==> config.mk <==
export PLATFORM = sky130hd
export DESIGN_NAME = br_flow_sum_reduce
export DESIGN_NICKNAME = d
export VERILOG_FILES = /design/src/rtl/br_flow_sum_reduce_pkg.sv /design/src/rtl/br_sat_add.sv /design/src/rtl/br_flow_sum_reduce.sv
export SDC_FILE = /design/constraint.sdc
export NUM_CORES = 1
export LEC_CHECK = 0
export CAP_MARGIN = 30
export CORE_MARGIN = 4
export CORE_UTILIZATION = 28
export DETAILED_ROUTE_END_ITERATION = 10
export PLACE_DENSITY_LB_ADDON = 0.12
export SLEW_MARGIN = 0
export SYNTH_ARGS = -nofsm -noshare
export SYNTH_HDL_FRONTEND = slang
export SYNTH_SLANG_ARGS = --single-unit
==> constraint.sdc <==
create_clock -name clk -period 2.17 [get_ports clk]
set_input_delay 0.3255 -clock clk [delete_from_list [all_inputs] [get_ports clk]]
set_output_delay 0.3255 -clock clk [all_outputs]
set_load 0.01 [all_outputs]
==> src/rtl/br_flow_sum_reduce_pkg.sv <==
// Shared types for the frame sum-reduce stage.
package br_flow_sum_reduce_pkg;

    // Accum: collecting beats of a frame; Hold: a closed result awaits the consumer.
    typedef enum logic [0:0] {
        Accum = 1'b0,
        Hold  = 1'b1
    } state_e;

endpackage

==> src/rtl/br_sat_add.sv <==
// Unsigned saturating adder: SumWidth-bit accumulator plus zero-extended Width-bit beat.
module br_sat_add #(
    parameter int Width    = 4,
    parameter int SumWidth = 5
) (
    input  logic [SumWidth-1:0] a,
    input  logic [Width-1:0]    b,
    output logic [SumWidth-1:0] sum,
    output logic                sat
);

    logic [SumWidth:0] raw;

    // Add at one extra bit; a carry out clamps the result to all-ones.
    always_comb begin
        raw = {1'b0, a} + (SumWidth + 1)'(b);
        sat = raw[SumWidth];
        sum = sat ? '1 : raw[SumWidth-1:0];
    end

endmodule

==> src/rtl/br_flow_sum_reduce.sv <==
// Ready/valid frame reducer: saturating per-frame sum, beat count and overflow flag,
// one result per frame on a fully back-pressured pop interface.
module br_flow_sum_reduce
    import br_flow_sum_reduce_pkg::*;
#(
    parameter  int Width      = 4,
    parameter  int SumWidth   = 5,
    parameter  int MaxBeats   = 4,
    localparam int CountWidth = $clog2(MaxBeats + 1)
) (
    input  logic                  clk,
    input  logic                  rst,
    output logic                  push_ready,
    input  logic                  push_valid,
    input  logic [Width-1:0]      push_data,
    input  logic                  push_last,
    input  logic                  pop_ready,
    output logic                  pop_valid,
    output logic [SumWidth-1:0]   pop_sum,
    output logic [CountWidth-1:0] pop_count,
    output logic                  pop_overflow
);

    localparam logic [CountWidth-1:0] MaxCnt = CountWidth'(MaxBeats);

    if (SumWidth < Width) begin : g_bad_sumwidth
        $error("br_flow_sum_reduce: SumWidth must be >= Width");
    end
    if (MaxBeats < 1) begin : g_bad_maxbeats
        $error("br_flow_sum_reduce: MaxBeats must be >= 1");
    end

    state_e                state_q, state_d;
    logic [SumWidth-1:0]   acc_q, acc_d;
    logic [CountWidth-1:0] cnt_q, cnt_d;
    logic                  ovf_q, ovf_d;
    logic [SumWidth-1:0]   res_sum_q, res_sum_d;
    logic [CountWidth-1:0] res_cnt_q, res_cnt_d;
    logic                  res_ovf_q, res_ovf_d;

    logic                  push;
    logic                  pop;
    logic [SumWidth-1:0]   add_a;
    logic [SumWidth-1:0]   add_sum;
    logic                  add_sat;
    logic [CountWidth-1:0] cnt_base;
    logic                  ovf_base;
    logic [CountWidth-1:0] cnt_inc;
    logic                  frame_ovf;
    logic                  closing;

    assign push = push_valid & push_ready;
    assign pop  = pop_valid & pop_ready;

    // In Hold any accepted beat starts a fresh frame, so the adder sees a zero base.
    always_comb begin
        add_a     = (state_q == Hold) ? '0 : acc_q;
        cnt_base  = (state_q == Hold) ? '0 : cnt_q;
        ovf_base  = (state_q == Hold) ? 1'b0 : ovf_q;
        cnt_inc   = cnt_base + CountWidth'(1);
        frame_ovf = ovf_base | add_sat;
        closing   = push_last | (cnt_inc == MaxCnt);
    end

    br_sat_add #(
        .Width   (Width),
        .SumWidth(SumWidth)
    ) u_sat_add (
        .a  (add_a),
        .b  (push_data),
        .sum(add_sum),
        .sat(add_sat)
    );

    // State register.
    always_ff @(posedge clk) begin
        if (rst) state_q <= Accum;
        else     state_q <= state_d;
    end

    // Next state: a closing beat always lands in Hold; a pop without a new close returns to Accum.
    always_comb begin
        state_d = state_q;
        unique case (state_q)
            Accum: if (push && closing) state_d = Hold;
            Hold:  if (pop) state_d = (push && closing) ? Hold : Accum;
            default: state_d = Accum;
        endcase
    end

    // Handshake outputs: in Hold a beat may only enter when the pending result leaves.
    always_comb begin
        pop_valid  = (state_q == Hold);
        push_ready = (state_q == Accum) | pop_ready;
    end

    // Frame and result next-state: accumulate, or close into the result registers.
    always_comb begin
        acc_d     = acc_q;
        cnt_d     = cnt_q;
        ovf_d     = ovf_q;
        res_sum_d = res_sum_q;
        res_cnt_d = res_cnt_q;
        res_ovf_d = res_ovf_q;
        if (push) begin
            if (closing) begin
                res_sum_d = add_sum;
                res_cnt_d = cnt_inc;
                res_ovf_d = frame_ovf;
                acc_d     = '0;
                cnt_d     = '0;
                ovf_d     = 1'b0;
            end else begin
                acc_d = add_sum;
                cnt_d = cnt_inc;
                ovf_d = frame_ovf;
            end
        end
    end

    // Datapath registers; reset discards any partial frame and pending result.
    always_ff @(posedge clk) begin
        if (rst) begin
            acc_q     <= '0;
            cnt_q     <= '0;
            ovf_q     <= 1'b0;
            res_sum_q <= '0;
            res_cnt_q <= '0;
            res_ovf_q <= 1'b0;
        end else begin
            acc_q     <= acc_d;
            cnt_q     <= cnt_d;
            ovf_q     <= ovf_d;
            res_sum_q <= res_sum_d;
            res_cnt_q <= res_cnt_d;
            res_ovf_q <= res_ovf_d;
        end
    end

    assign pop_sum      = res_sum_q;
    assign pop_count    = res_cnt_q;
    assign pop_overflow = res_ovf_q;

`ifndef SYNTHESIS
    a_pop_stable: assert property (@(posedge clk) disable iff (rst)
        (pop_valid && !pop_ready) |=> (pop_valid && $stable(pop_sum)
                                       && $stable(pop_count) && $stable(pop_overflow)));

    m_push_hold: assume property (@(posedge clk) disable iff (rst)
        (push_valid && !push_ready) |=> push_valid);

    c_overflow:   cover property (@(posedge clk) disable iff (rst) push && closing && frame_ovf);
    c_forced:     cover property (@(posedge clk) disable iff (rst) push && !push_last && (cnt_inc == MaxCnt));
    c_pop_close:  cover property (@(posedge clk) disable iff (rst) pop && push && closing);
`endif

endmodule

# --- Word level (Yosys, flattened, before mapping) ---
# Cells that the tools add are included.
word_totals:
  inputBits: 9
  ff_bits: 19
  out_inout_bits: 11
op_classes:
  n_reduce_logical: 2
  mux: 10
  eq_ne: 1
  add_sub_neg: 2
  bitwise: 6
op_table:
  columns: ["operator", "count"]
  rows:
  - ["$mux 5", 3]
  - ["$add 5x4->6", 1]
  - ["$mux 3", 2]
  - ["$mux 1", 4]
  - ["$add 3x1->3 const B", 1]
  - ["$eq 3x3->1 const B", 1]
  - ["$or 1x1->1", 3]
  - ["$and 1x1->1", 2]
  - ["$pmux 1 s2", 1]
  - ["$reduce_and 2->1", 1]
  - ["$logic_and 1x1->1", 1]
  - ["$not 1->1", 1]

# --- Longest topological paths before layout ---
logic_depth:
  word_depth: 8
  ltp_mapped: 8

# --- Modules after synthesis ---
# From an unflattened synthesis, not the netlist that was laid out.
hier_totals:
  cells_unflattened: 131
  hier_area_um2: 1153.6
by_module_without_submodules:
  columns: ["module", "seq_area_each_um2", "cells_each", "area_per_inst_um2", "n_inst"]
  rows:
  - ["br_flow_sum_reduce", 380.4, 102, 935.9, 1]
  - ["br_sat_add", 0.0, 29, 217.7, 1]

# --- Least setup slack after synthesis ---
# No wires, ideal clock.
synth_timing:
  path_type: "register to register"
  from: "register state_q, in the netlist pop_valid"
  to: "register res_sum_q[4], in the netlist pop_sum[4]"
  path_stages_with_launch: 9
  t_arrival_ns: 1.923
  path_slack_ns: 0.108
  period_less_slack_ns: 2.062
  cell_sequence: "dfxtp_1 -> buf_2 -> nor2b_1 -> ha_1 -> fa_1 -> a21o_1 -> a211oi_1 -> a41o_1 -> a211oi_2"
synth_between:
  elab_chain_len: 5
  word_cells_on_any_way: 11
  classes_between: "add/sub: 2; eq/ne: 1; mux: 3; bitwise: 4; reduce/logical: 1"
synth_lines:
  columns: ["element", "line_no", "text"]
  rows:
  - ["start, declared", "br_flow_sum_reduce.sv:33", "state_e state_q, state_d;"]
  - ["start signal, assigned", "br_flow_sum_reduce.sv:77", "if (rst) state_q <= Accum;"]
  - ["start signal, assigned", "br_flow_sum_reduce.sv:78", "else state_q <= state_d;"]
  - ["$mux 3", "br_flow_sum_reduce.sv:58", "cnt_base = (state_q == Hold) ? '0 : cnt_q;"]
  - ["$add 3x1->3", "br_flow_sum_reduce.sv:60", "cnt_inc = cnt_base + CountWidth'(1);"]
  - ["$eq 3x3->1", "br_flow_sum_reduce.sv:62", "closing = push_last | (cnt_inc == MaxCnt);"]
  - ["$or 1x1->1", "br_flow_sum_reduce.sv:62", null]
  - ["$reduce_and 2->1 (no source line)", null, null]
  - ["end signal, assigned", "br_flow_sum_reduce.sv:134", "res_sum_q <= res_sum_d;"]
  - ["end, declared", "br_flow_sum_reduce.sv:37", "logic [SumWidth-1:0] res_sum_q, res_sum_d;"]
# Parallel ways exist; a longest one is shown, timed or not.
# A chain may end at the register's enable or synchronous reset.

# --- Worst setup path in the final report ---
# Ends and elaborated chain as after synthesis.

==> summary.md <==
| Metric | Value |
|---|---|
| Post-placement cell count | 187 |
| Yosys cell types | 42 |
| Yosys top cell by area | dfxtp_1 |
| Fraction of layout cells with a size suffix above 1 | 19.58% |
| Largest net degree at the start of global routing | 14 |
| Clock latency on the worst-skew pair | ~0.26 ns |
| Area of the multi-input gates | approximately 700 um2 |
| Inserted Clock Buffers | 3 |
| Slack of the critical path | 0.2632 ns |
| Residual DRC | 0 |
| Worst-path clk slew | 0.08 ns |
| Layout-stage area growth over the synthesis result | 29.73% |
| CTS root buffer | clkbuf_8 |
| Post-Route WL | 2.567 mm |
| # Max-Cap Violations | 0 |
| Htree depth | 1 |
| Final HPWL DP | 1.914 mm |
| CP startpoint | pop_valid$_SDFF_PP0_ |
| Max Fclk | between 500 and 600 MHz |
| Flop-to-flop setup slack | ~0.26 ns |
| Leakage Power | 0.5440 nW |
| Setup crit end kind | flop |
| HP Class | reg -> reg |
| Total Neg Setup Slack | 0 ns |
| Placer congestion estimate | roughly 0.68 |
| Detail Route Antenna Nets | 0 |
| Grt ovf | 0 |
| Mapped Cells | 118 |
| Vias in the first global route | 960 |
| Met1 Use GR | 16.04% |
| Initial core utilization | 29.68% |
| Net Count, Synth | 134 |
| Area of the die | a little over 0.005 mm2 |
| Global-route usage over all layers | between 10 and 15% |
| Crit share post-route | 87.87% |
| Initial DRT Pass Iterations | 4 |
| CTS tree | built |
| Post-layout min period | 1.907 ns |
| R2r endpoint | pop_sum[4]$_SDFFE_PP0P_ |
| Core Area | 0.003744 mm2 |
| Vias/cell | 4.885 |
| Die Height | 70.99 um |
| Port Buffers | 19 |
| Final hold violation count | 0 |
| Hold_buf cts | 0 |
| CTS Buffer Depth | 2 |
| Final Slew Violations | 0 |
| Synthesized area | 0.001111 mm2 |
| Synth top area cells | dfxtp_1 (34%), a211oi_2 (7.9%), ha_1 (6.8%) |
| #FFs+latches synth | 19 |
| Gr busiest metal | met2 |
| Slew @ Worst Pin | 0.3630 ns |
| R2R depth | 7 |
| IO Pins | 20 |
| Worst setup path end | pop_sum[4]$_SDFFE_PP0P_ |
| # nets final | 160 |
| Number of diodes | 0 |
| Initial antenna violation count | 0 |
| Max-slew headroom | between 70% and 80% |
| WP data required | 2.32 ns |
| Async SR Flop Fraction | 0% |
| Met2 Usage GRT | 16.17% |
| Vias | about 930 |
| Post-synth top area share | 34.23% |
| Reg-to-Reg Start | pop_valid$_SDFF_PP0_ |
| Site Rows | 22 |
| Worst Clk Skew | 0.007993 ns |
| Power Total | 0.0007976 W |
| EDFF count, synth | 0 |
| Global-route wire length before repair | 4.478 mm |
| Wire per inst | 13.44 um |
| Non-Filler Instances | 191 |
| Warnings from Yosys | 0 |
| Worst endpoint data arrival time | 2.05 ns |
| Pre-CTS setup slack | 0.01026 ns |
| Max VDD drop | 0.2728 mV |
| Storage cell area | 381.6 um2 |
| Min-delay src | cnt_q[0]$_SDFFE_PP0N_ |
| Critical Setup Path Class | reg -> reg |
| Most frequent cells in the layout | clkdlybuf4s50_1 (19), dfxtp_1 (18), a21oi_1 (14) |
| Total clock sinks | 19 |
| Syn Area/Cell | 9.416 um2 |
| Met3 GRT Util | roughly 2% |
| Commonest non-fill, non-tap cell in the layout | clkdlybuf4s50_1 |
| Setup violators final | 0 |
| Critical Path Fanout Max | 12 |
| DRT iter0 DRCs | 49 |
| Status | completed |
| Pwr per Cell Area | 553.4 mW/mm2 |
| RSZ-0062 raised after global routing | no |
| Die width | 70.99 um |
| Filler cell count in the final layout | 404 |
| Register area share after synthesis | 34.23% |
| Crit start category | flop |
| Post-CTS setup buffer count | 0 |
| Final core utilization | 38.50% |
| Ys flop type | dfxtp_1 |
synth_stat cells, types with 2 or more instances:
master,number
buf_2,3
a211oi_2,7
inv_1,5
a21oi_1,14
nand2_1,5
nor2_1,5
o21ai_1,7
nand3_1,7
nor2b_1,7
xnor2_1,2
dfxtp_1,19
ha_1,6
nand4b_1,2
critical path, stage by stage, from the launching register on:
cell	delay, ns
dfxtp_2	0.46
nor2b_1	0.08
ha_1	0.21
fa_1	0.38
a21o_1	0.20
a211oi_1	0.24
a41o_1	0.16
a211oi_2	0.07
flip-flops by register name (all words and copies together), names as in the netlist:
signal        count
acc_q             5
pop_count         3
ovf_q             1
pop_overflow      1
cnt_q             3
pop_sum           5
pop_valid         1
repair_timing:
action                                  in CTS  in global routing
endpoints found under the hold margin        0                  0
pin swaps                                    0                  0
gates resized for setup                      1                  3
endpoints found under the setup margin       2                 17
per-layer routing:
metal,part of all wire (%),wire length (um)
met5,0,0
met4,1.1,27
met3,2.4,62
met2,44,1125
met1,53,1352
worst min-delay path by stage:
stage                                end  slack, ns  depth (start not counted)
2_1_floorplan  pop_count[0]$_SDFFE_PP0P_       0.39                          1
3_3_place_gp       cnt_q[0]$_SDFFE_PP0N_       0.44                          2
3_5_place_dp       cnt_q[0]$_SDFFE_PP0N_       0.44                          2
4_1_cts            cnt_q[0]$_SDFFE_PP0N_       0.45                          2
5_1_grt            acc_q[3]$_SDFFE_PP0N_       0.48                          2
6_report           cnt_q[0]$_SDFFE_PP0N_       0.45                          2
through the flow:
step / hold slack [ns] / area, um2
after global routing: 0.4813 / 1441
after floorplan: 0.3901 / 1111
after CTS: 0.4486 / 1430
final: 0.4503 / 1441
after global placement: 0.4351 / 1384
after detailed placement: 0.4389 / 1384
cell families after synthesis:
logic type	count (synthesis)	share of synthesized area, %
AO/OA/AOI/OAI	41	29.39
XOR/XNOR	3	2.365
adder cells (fa/ha/maj)	7	8.558
buffers and inverters	11	4.729
flip-flops	19	34.23
AND/OR/NAND/NOR	37	20.72
report_power, final:
part           internal, W  switching (W)  leakage [nW]  total [W]
sequential        0.000366      0.0000120         0.156   0.000378
combinational    0.0000838      0.0000893         0.363   0.000173
clock             0.000128       0.000119        0.0255   0.000246
total             0.000578       0.000220         0.544   0.000798
cell type report:
| type | count | area share (%) |
|---|---|---|
| Multi-Input combinational cell | 88 | 47.74 |
| Sequential cell | 19 | 26.48 |
| Timing Repair Buffer | 26 | 16.84 |
| Tap cell | 48 | 4.167 |
| Clock buffer | 3 | 2.865 |
| Inverter | 6 | 1.563 |
| Clock inverter | 1 | 0.3472 |
(Power assumes the default switching activity.)
